--- src/rtl/ps2_scancode_decoder.sv ---
// PS/2 set-2 scancode decoder: strips E0/F0/E1 prefixes, queues key events in a
// small FWFT FIFO and tracks the shift/ctrl/alt modifier state.
module ps2_scancode_decoder #(
  parameter int FIFO_DEPTH = 4,
  parameter int ADDR_W     = 2
) (
  input  logic       CLK50MHZ,
  input  logic       RST,
  input  logic [7:0] scancode,
  input  logic       scan_ready,
  output logic [7:0] event_code,
  output logic       event_ext,
  output logic       event_break,
  output logic       event_valid,
  input  logic       event_ack,
  output logic       mod_shift,
  output logic       mod_ctrl,
  output logic       mod_alt,
  output logic       overflow
);

  typedef enum logic [2:0] {IDLE, EXT, BRK, EXT_BRK, PAUSE} state_t;

  localparam logic [ADDR_W:0] FULL_CNT = FIFO_DEPTH[ADDR_W:0];

  state_t      state, state_nx;
  logic [2:0]  pcnt, pcnt_nx;
  logic        push;
  logic [7:0]  push_code;
  logic        push_ext, push_brk;

  always_ff @(posedge CLK50MHZ) begin
    if (RST) begin
      state <= IDLE;
      pcnt  <= '0;
    end else begin
      state <= state_nx;
      pcnt  <= pcnt_nx;
    end
  end

  always_comb begin
    state_nx  = state;
    pcnt_nx   = pcnt;
    push      = 1'b0;
    push_code = scancode;
    push_ext  = 1'b0;
    push_brk  = 1'b0;
    if (scan_ready) begin
      unique case (state)
        IDLE: begin
          case (scancode)
            8'hE0: state_nx = EXT;
            8'hF0: state_nx = BRK;
            8'hE1: begin
              state_nx = PAUSE;
              pcnt_nx  = '0;
            end
            8'hAA, 8'hFA, 8'hFE, 8'hEE, 8'h00, 8'hFF: ;
            default: push = 1'b1;
          endcase
        end
        EXT: begin
          case (scancode)
            8'hF0: state_nx = EXT_BRK;
            8'hE0: state_nx = EXT;
            8'h12, 8'h59: state_nx = IDLE;
            default: begin
              push     = 1'b1;
              push_ext = 1'b1;
              state_nx = IDLE;
            end
          endcase
        end
        BRK: begin
          push     = 1'b1;
          push_brk = 1'b1;
          state_nx = IDLE;
        end
        EXT_BRK: begin
          state_nx = IDLE;
          if (scancode != 8'h12 && scancode != 8'h59) begin
            push     = 1'b1;
            push_ext = 1'b1;
            push_brk = 1'b1;
          end
        end
        PAUSE: begin
          if (pcnt == 3'd6) begin
            push      = 1'b1;
            push_code = 8'hE1;
            state_nx  = IDLE;
          end else begin
            pcnt_nx = pcnt + 3'd1;
          end
        end
        default: state_nx = IDLE;
      endcase
    end
  end

  logic lshift, rshift, lctrl, rctrl, lalt, ralt;

  always_ff @(posedge CLK50MHZ) begin
    if (RST) begin
      {lshift, rshift, lctrl, rctrl, lalt, ralt} <= '0;
    end else if (push) begin
      case ({push_ext, push_code})
        9'h012: lshift <= ~push_brk;
        9'h059: rshift <= ~push_brk;
        9'h014: lctrl  <= ~push_brk;
        9'h114: rctrl  <= ~push_brk;
        9'h011: lalt   <= ~push_brk;
        9'h111: ralt   <= ~push_brk;
        default: ;
      endcase
    end
  end

  assign mod_shift = lshift | rshift;
  assign mod_ctrl  = lctrl | rctrl;
  assign mod_alt   = lalt | ralt;

  logic [9:0]        mem [FIFO_DEPTH];
  logic [ADDR_W-1:0] wr_ptr, rd_ptr, rd_nx;
  logic [ADDR_W:0]   count, count_nx;
  logic              full, pop, wr_en;
  logic [9:0]        push_data, head_nx;

  assign full      = (count == FULL_CNT);
  assign pop       = event_ack && event_valid;
  assign wr_en     = push && (!full || pop);
  assign push_data = {push_code, push_ext, push_brk};
  assign rd_nx     = pop ? rd_ptr + 1'b1 : rd_ptr;

  always_comb begin
    count_nx = count;
    unique case ({wr_en, pop})
      2'b10:   count_nx = count + 1'b1;
      2'b01:   count_nx = count - 1'b1;
      default: count_nx = count;
    endcase
  end

  // Registered head: when the next head is the slot being written this edge,
  // take it from the push data since the memory write has not landed yet.
  assign head_nx = (wr_en && rd_nx == wr_ptr) ? push_data : mem[rd_nx];

  always_ff @(posedge CLK50MHZ) begin
    if (wr_en) mem[wr_ptr] <= push_data;
  end

  always_ff @(posedge CLK50MHZ) begin
    if (RST) begin
      wr_ptr      <= '0;
      rd_ptr      <= '0;
      count       <= '0;
      overflow    <= 1'b0;
      event_code  <= '0;
      event_ext   <= 1'b0;
      event_break <= 1'b0;
    end else begin
      if (wr_en) wr_ptr <= wr_ptr + 1'b1;
      rd_ptr <= rd_nx;
      count  <= count_nx;
      if (push && full && !pop) overflow <= 1'b1;
      if (count_nx != '0) {event_code, event_ext, event_break} <= head_nx;
    end
  end

  assign event_valid = (count != '0);

endmodule

--- config.mk ---
export PLATFORM = sky130hd
export DESIGN_NAME = ps2_scancode_decoder
export DESIGN_NICKNAME = d
export VERILOG_FILES = /design/src/rtl/ps2_scancode_decoder.sv
export SDC_FILE = /design/constraint.sdc
export NUM_CORES = 1
export LEC_CHECK = 0
export BUFFER_PORTS_ARGS = -buffer_cell sky130_fd_sc_hd__buf_2
export CAP_MARGIN = 20
export CORE_ASPECT_RATIO = 2
export CORE_UTILIZATION = 50
export CTS_CLUSTER_DIAMETER = 80
export DETAILED_ROUTE_END_ITERATION = 16
export PLACE_DENSITY = 0.71
export SLEW_MARGIN = 25
export SYNTH_ARGS = -nofsm -noshare
export SYNTH_HDL_FRONTEND = slang
export SYNTH_SLANG_ARGS = --single-unit
--- constraint.sdc ---
create_clock -name CLK50MHZ -period 4.2 [get_ports CLK50MHZ]
set_input_delay 0.42 -clock CLK50MHZ [delete_from_list [all_inputs] [get_ports CLK50MHZ]]
set_output_delay 0.42 -clock CLK50MHZ [all_outputs]
set_load 0.01 [all_outputs]
; ---- Yosys cells after proc, flatten, opt, wreduce, memory -nomap -nowiden
; Memory sizes are Yosys's and may differ from the RTL's. A register that Yosys moved wholly into a read port is not among the register bits.
; Cells that the tools add are included.
[classes]
n_addsub = 5
n_eq_ne = 30
mux = 24
bitwise_logic = 4
n_reduce_logical = 23
[op_table]
columns = cell, n
row1 = $eq A8 B8 Y1 const B, 8
row2 = $eq A9 B5 Y1 const B, 3
row3 = $mux W8, 3
row4 = $eq A9 B9 Y1 const B, 2
row5 = $pmux W3 S3, 2
row6 = $pmux W3 S2, 2
row7 = $reduce_and A2 Y1, 6
row8 = $eq A3 B3 Y1 const B, 3
row9 = $eq A9 B7 Y1 const B, 1
row10 = $mux W1, 9
row11 = $mux W3, 3
row12 = $reduce_or A9 Y1, 1
row13 = $eq A8 B5 Y1 const B, 1
row14 = $eq A8 B7 Y1 const B, 1
row15 = $logic_not A8 Y1, 1
row16 = $ne A8 B5 Y1 const B, 1
row17 = $ne A8 B7 Y1 const B, 1
row18 = $add A3 B1 Y3 const B, 2
row19 = $eq A3 B2 Y1 const B, 2
row20 = $reduce_bool A3 Y1, 2
row21 = $logic_and A1 B1 Y1, 5
row22 = $pmux W1 S5, 1
row23 = $add A2 B1 Y2 const B, 2
row24 = $ne A2 B2 Y1 const B, 2
row25 = other kinds (18), 22
[totals]
register_bits = 20
ramBits = 40
in_bits = 12
out_inout_bits = 15
elab_cells = 99
memories = 1
[memory_table]
columns = memory, depth, word_bits, rd, rd_clocked_by_memory_dff, write_ports, line
row1 = mem, 4, 10, 1, 1, 1, 124  ; logic [9:0] mem [FIFO_DEPTH];

; ---- Longest topological paths before layout
; Gate-level depths: netlist of run 1.
[depth]
depth_word = 9
mapped_depth = 16
depth_no_buf = 13

; ---- Worst setup path before layout of run 1
; OpenSTA, ideal clock, no wires.
[synth_timing]
path_type = input-to-reg
start = input scancode[6]
end = register event_break (read register of mem)
setup_ps = 72
t_arrival_ps = 4003
setup_slack_ps = 125
cell_stages = 15
n_path_buf = 4
path_cell_list = buf_6 -> or4b_4 -> a2111oi_4 -> o22ai_2 -> a221o_1 -> clkbuf_1 -> clkbuf_1 -> nor2_1 -> fa_1 -> nand2b_1 -> or4_1 -> mux2i_1 -> or4_1 -> buf_6 -> mux2i_1
[synth_between]
elab_chain_cells = 9
elab_cells_between_ends = 26
classes_between = eq/ne (14) / mux (6) / reduce/logical (6)
[synth_lines]
columns = item, line
row1 = "start, declared", 9  ; input logic [7:0] scancode,
row2 = "$eq A8 B8 Y1, or another cell as far along", "52, 64"
row3 = "$reduce_or A9 Y1 (no source line), or another cell as far along", n/a
row4 = $mux W1 (on tied branches), "52, 64, 82"
row5 = $pmux W1 S5 *, 50  ; unique case (state)
row6 = $mux W1 *, 49  ; if (scan_ready) begin
row7 = $logic_and A1 B1 Y1 *, 132  ; assign wr_en = push && (!full || pop);
row8 = $eq A2 B1 Y1 / $eq A2 B2 Y1 (equally long branches), 138  ; unique case ({wr_en, pop})
row9 = $pmux W3 S2 *, 138
row10 = $reduce_bool A3 Y1 *, 167  ; if (count_nx != '0) {event_code, event_ext, event_break} <= head_nx;
row11 = "end, declared", 13  ; output logic event_break,
; Every way passes the cells marked *; elsewhere a longest branch is shown, timed or not.
; A chain may end at the register's enable or synchronous reset.

; ---- Worst setup path in the final report of run 1
[layout_timing]
start = input scancode[6]
end = register event_code[7] (read register of mem)
[layout_between]
elab_chain_cells = 9
elab_cells_between_ends = 26
classes_between = eq/ne (14) / mux (6) / reduce/logical (6)
[layout_lines]
columns = item, line
row1 = "$eq A8 B8 Y1, or another cell as far along", "52, 64"
row2 = "$reduce_or A9 Y1 (no source line), or another cell as far along", n/a
row3 = $mux W1 (on tied branches), "52, 64, 82"
row4 = $pmux W1 S5 *, 50
row5 = $mux W1 *, 49
row6 = $logic_and A1 B1 Y1 *, 132
row7 = $eq A2 B1 Y1 / $eq A2 B2 Y1 (equally long branches), 138
row8 = $pmux W3 S2 *, 138
row9 = $reduce_bool A3 Y1 *, 167
row10 = "end, declared", 11  ; output logic [7:0] event_code,
; Marks and branches as above.

==> reports/results.ini, run 1 <==
[critical_path]
worst_path_max_delay_cell=or4b_4
cp_cell_sequence=buf_2, or4b_4, a2111oi_4, o22ai_2, a221o_1, nor2_1, fa_1, nand2b_1, or4_1, mux2i_1, or4_1, buf_4, mux2i_1
cp_data_arrival_time_ns=3.94
end_kind=register
critPathMaxStageDelay_ns=0.57
path_class=input port to register
cp-start-kind=input port
critPathMaxFanout=10
worstPathRequired_ns=4.47

[timing]
max_slew.worst_pin.slew_ns=0.705
hold_ws_ns=0.426
setup-tns-final_ns=0
period_share=0.874
fin_crit_ns=3.67
clock.fmax_mhz=272
rsz0062_at_grt=no
fin_ws_ns=0.529
relSlewSlack=0.530
skew_ns=0.00489
hold_violations=0
slew_violations=0
setup_viol=0

[power_and_ir_drop]
p_leak_nw=1.72
vdd_drop_max_mv=0.365
finalPower_mw=2.02
p_per_area_mw_per_mm2=483

[place]
placed_cells=438
dp_hpwl_um=5590
dpl_cell_area_mm2=0.00386
place_ws_ns=0.203
portBuffers=26
gp_congestion=0.942

[routing]
via_count=2641
drc=0
drt_iter0_drc=117
routed_wl_um=8040
drt-pass1-iter-count=4
detail-route-antenna-nets=0
wl_per_cell_um=17.7
via_per_inst=5.82

[grt]
grt_start_max_net_pins=41
grt_pass1_vias=2560
antenna_found_initial=0
grt_pass1_wl_um=12900
gr-total-overflow=0
grt_util_all_layers=0.229

[synth]
synth_simple_gate_area_share=0.193
async_flop_share=0
syn_inst=339
synthFlopType=edfxtp_1
yosys.area.top_type=edfxtp_1
synth_area_leaders=edfxtp_1 (33%), dfxtp_1 (16%), mux2i_1 (12%), nand2b_1 (2.9%), nand3_1 (2.6%)
synth_area_mm2=0.00366
synth-seq-area-share=0.492
synth_xor_area_frac=0.0144
synth_top_family_by_area=simple AND/OR/NAND/NOR gates
synth-edff-count=40
syn_avg_cell_area_um2=10.8
yosysUniqueCellTypes=54
yosysTopAreaCellShare=0.328
synth_compound_area_frac=0.112
yosysWarnings=0
ys_ff_latch=70
synthAdderAreaFrac=0.0260
synthMuxAreaShare=0.126
syn_nets=358

[floorplan]
die_w_um=62.5
initial_utilization=0.523
dieArea_mm2=0.00769
core_area_mm2=0.00699
fp-row-count=43
die_h_um=123
io_pins=27

[clock_tree]
post_cts_buffers=0
root_buffer=clkbuf_16
numCtsBuffers=9
clockBufferDepth=2
htree_num_levels=3
cts_tree=done
clkTransAtPathRegs_ns=0.05
clock_latency_ns=0.34
ctsResizeCount=0
cts_hold_buf=0
cts_sinks=70

[final_layout]
fillCellCount=625
syn2layout_area_growth_pct=13.9
final_core_util=0.596
final_nets=378
drive_gt1_frac=0.173
multi_input_area_mm2=0.00174
final_cell_mix=mux2i_1 (45), edfxtp_1 (40), dfxtp_1 (30)
num_antenna_cells=0
mostFrequentLayoutCell=mux2i_1
final_cell_area_mm2=0.00417
regArea_mm2=0.00180
stdcell_count=454

[hold_path]
hold_class=input port to register

[run]
cap_violations=0

[outcome]
outcome=finished, final reports clean

[metal layers]
metal | share of wire | global-route usage | wire length, um | vias to the layer above
met3 | 0.025 | 0.0452 | 204 | 19
li1 | - | - | - | 1293
met1 | 0.37 | 0.220 | 2980 | 1285
met4 | 0.043 | 0.156 | 347 | 0
met5 | 0 | 0 | 0 | -
met2 | 0.56 | 0.432 | 4510 | 44
[worst paths after layout]
| check | start | end | slack (ns) | cells after the start |
|---|---|---|---|---|
| min | scancode[4] | state[1] | 0.43 | 3 |
| max reg2reg | state[0] | event_code[7] | 0.72 | 12 |
| min reg2reg | overflow | overflow | 0.47 | 2 |
| max | scancode[6] | event_code[7] | 0.53 | 13 |
[worst max-delay path, delay by kind of cell]
family	cells	cell delay, ns
AND/OR/NAND/NOR	5	1.47
AO/OA/AOI/OAI	3	0.91
adder cells (fa/ha/maj)	1	0.46
buffers and inverters	2	0.34
multiplexers	2	0.33
[report_power, final]
| part | total, mW | switching [mW] | leakage (nW) | internal (mW) |
|---|---|---|---|---|
| sequential | 0.814 | 0.0308 | 0.612 | 0.783 |
| clock | 0.784 | 0.289 | 0.152 | 0.495 |
| combinational | 0.418 | 0.247 | 0.954 | 0.171 |
| total | 2.02 | 0.567 | 1.72 | 1.45 |
[layout make-up]
type / instances / share of cell area
clock buffers: 11 / 0.0609
inverters: 9 / 0.00810
repair buffers: 32 / 0.0420
clock inverters: 5 / 0.0132
flip-flops and latches: 70 / 0.432
multi-input cells: 237 / 0.417
well taps: 90 / 0.0270
[cells by family after synthesis]
family | Yosys count
AO/OA/AOI/OAI | 55
XOR/XNOR | 6
adder cells (fa/ha/maj) | 7
buffers and inverters | 32
flip-flops | 70
multiplexers | 46
AND/OR/NAND/NOR | 123
[registers in the layout (all words and copies together), names as in the netlist, 2 cells and up]
name / cells
count: 3
event_code: 8
mem: 40
pcnt: 3
rd_ptr: 2
state: 3
wr_ptr: 2
[synthesized netlist by cell type, types with 2 or more instances]
master and count:
nor2_1 19, nand4_1 5, nor4_1 6, or4_1 3, buf_1 2, ha_1 6
clkbuf_1 19, o21ai_0 13, a211oi_1 2, nand3b_1 3, o2111ai_1 2, edfxtp_1 40
nor4b_1 2, nor3_1 5, nor2b_1 6, buf_6 2, xor2_1 2, and3_1 6
nand2_1 11, nand2b_1 17, inv_1 9, or2_2 7, mux2i_1 45, a21o_1 10
xnor2_1 4, or3_1 3, o211ai_1 2, nand3_1 19, and2_1 2, dfxtp_1 30
nor3b_1 3, a21oi_1 12
No activity file was read; power rests on OpenSTA's default activity.
==> run 2, diff against run 1 <==
CORE_UTILIZATION = 54   (was 50)
PLACE_DENSITY = 0.8   (was 0.71)
==> reports/results.ini, run 2 (same netlist as run 1, synthesis figures left out) <==
[clock_tree]
clock_latency_ns=0.34
post_cts_buffers=0
clkTransAtPathRegs_ns=0.05
root_buffer=clkbuf_16
cts_sinks=70
clockBufferDepth=2
cts_tree=done
cts_hold_buf=0
ctsResizeCount=0
htree_num_levels=3
numCtsBuffers=9

[timing]
fin_ws_ns=0.486
setup-tns-final_ns=0
hold_ws_ns=0.440
fin_crit_ns=3.71
hold_violations=0
slew_violations=0
rsz0062_at_grt=no
setup_viol=0
max_slew.worst_pin.slew_ns=0.734
relSlewSlack=0.511
period_share=0.884
clock.fmax_mhz=269
skew_ns=0.00793

[final_layout]
num_antenna_cells=0
stdcell_count=453
final_nets=379
top_register=mem
largestRegisters=mem (40), event_code (8)
syn2layout_area_growth_pct=12.8
final_cell_mix=mux2i_1 (45), edfxtp_1 (40), dfxtp_1 (30)
drive_gt1_frac=0.170
largest_reg_flops=40
mostFrequentLayoutCell=mux2i_1

[floorplan]
dieArea_mm2=0.00713
fp-row-count=42
io_pins=27
initial_utilization=0.557
core_area_mm2=0.00657
die_w_um=60.2
die_h_um=118

[critical_path]
path_class=input port to register
critPathMaxFanout=10
worstPathRequired_ns=4.46
critPathMaxStageDelay_ns=0.57
worst_path_max_delay_cell=or4b_4
critPathTopFamily=simple AND/OR/NAND/NOR gates
end_kind=register
crit_buf_inv=2
cp_data_arrival_time_ns=3.98
cp_cell_sequence=buf_2, or4b_4, a2111oi_4, o22ai_2, a221o_1, nor2_1, fa_1, nand2b_1, or4_1, mux2i_1, or4_1, buf_4, mux2i_1
cp-start-kind=input port

[routing]
drt-pass1-iter-count=4
routed_wl_um=8200
drt_iter0_drc=117
wl_per_cell_um=18.1
via_count=2719
detail-route-antenna-nets=0
via_per_inst=6.00
drc=0

[grt]
grt_util_all_layers=0.259
grt_pass1_vias=2765
antenna_found_initial=0
gr-total-overflow=0
grt_start_max_net_pins=41
grt_pass1_wl_um=13300

[power_and_ir_drop]
vdd_drop_max_mv=0.330
finalPower_mw=1.92
p_leak_nw=1.70
p_per_area_mw_per_mm2=465

[place]
dp_hpwl_um=5750
place_ws_ns=0.171
gp_congestion=0.870
placed_cells=437
portBuffers=26

[run]
cap_violations=0

[outcome]
outcome=finished, final reports clean

[hold_path]
hold_class=input port to register

[run 2: changes by cell type in the layout (fill, tap and decap cells not counted)]
cell,change
clkinv_2,+2
clkbuf_16,-1
bufinv_16,-1
buf_4,+1
nor4_2,-1
nor4_1,+1
clkbuf_1,+1
clkbuf_8,+1
inv_4,-2
[run 2: layer usage]
layer  share of wire  track usage
met1            0.37        0.259
met2            0.54        0.446
met3           0.029       0.0460
met4           0.059        0.193
met5               0            0
[run 2: worst reg2reg max path: stages (launching register included)]
cell and delay, ns:
dfxtp_1 0.43, inv_1 0.17, a2111oi_4 0.39, o22ai_2 0.17, a221o_1 0.35, nor2_1 0.15
fa_1 0.47, nand2b_1 0.21, or4_1 0.41, mux2i_1 0.13, or4_1 0.12, buf_4 0.21
mux2i_1 0.21
[run 2: per-stage QoR]
| stage | area [um^2] | utilization |
|---|---|---|
| floorplan | 3660 | - |
| global placement | 3860 | 0.588 |
| detailed placement | 3860 | 0.588 |
| CTS | 4130 | 0.629 |
| global route | 4130 | 0.629 |
| finish | 4130 | 0.629 |
[run 2: final timing paths]
| path | cells past startpoint | slack (ns) | from | to |
|---|---|---|---|---|
| worst min-delay path | 3 | 0.44 | scancode[4] | state[1] |
| worst min register to register | 2 | 0.48 | overflow | overflow |
| worst max-delay path | 13 | 0.49 | scancode[6] | event_code[5] |
| worst max register to register | 12 | 0.70 | state[0] | event_code[5] |
[run 2: power by group]
group | total, mW | leakage [nW] | internal [mW] | switching [mW]
registers | 0.817 | 0.612 | 0.784 | 0.0335
logic | 0.420 | 0.959 | 0.171 | 0.249
clock network | 0.685 | 0.132 | 0.412 | 0.273
[run 2: layout make-up]
type                       instances  area, um^2
clock buffer                      12         246
multi-input combinational        237        1730
inverter                           9        33.8
sequential                        70        1800
tap                               88         110
fill                             564        2440
timing repair buffer              33         183
clock inverter                     4        22.5
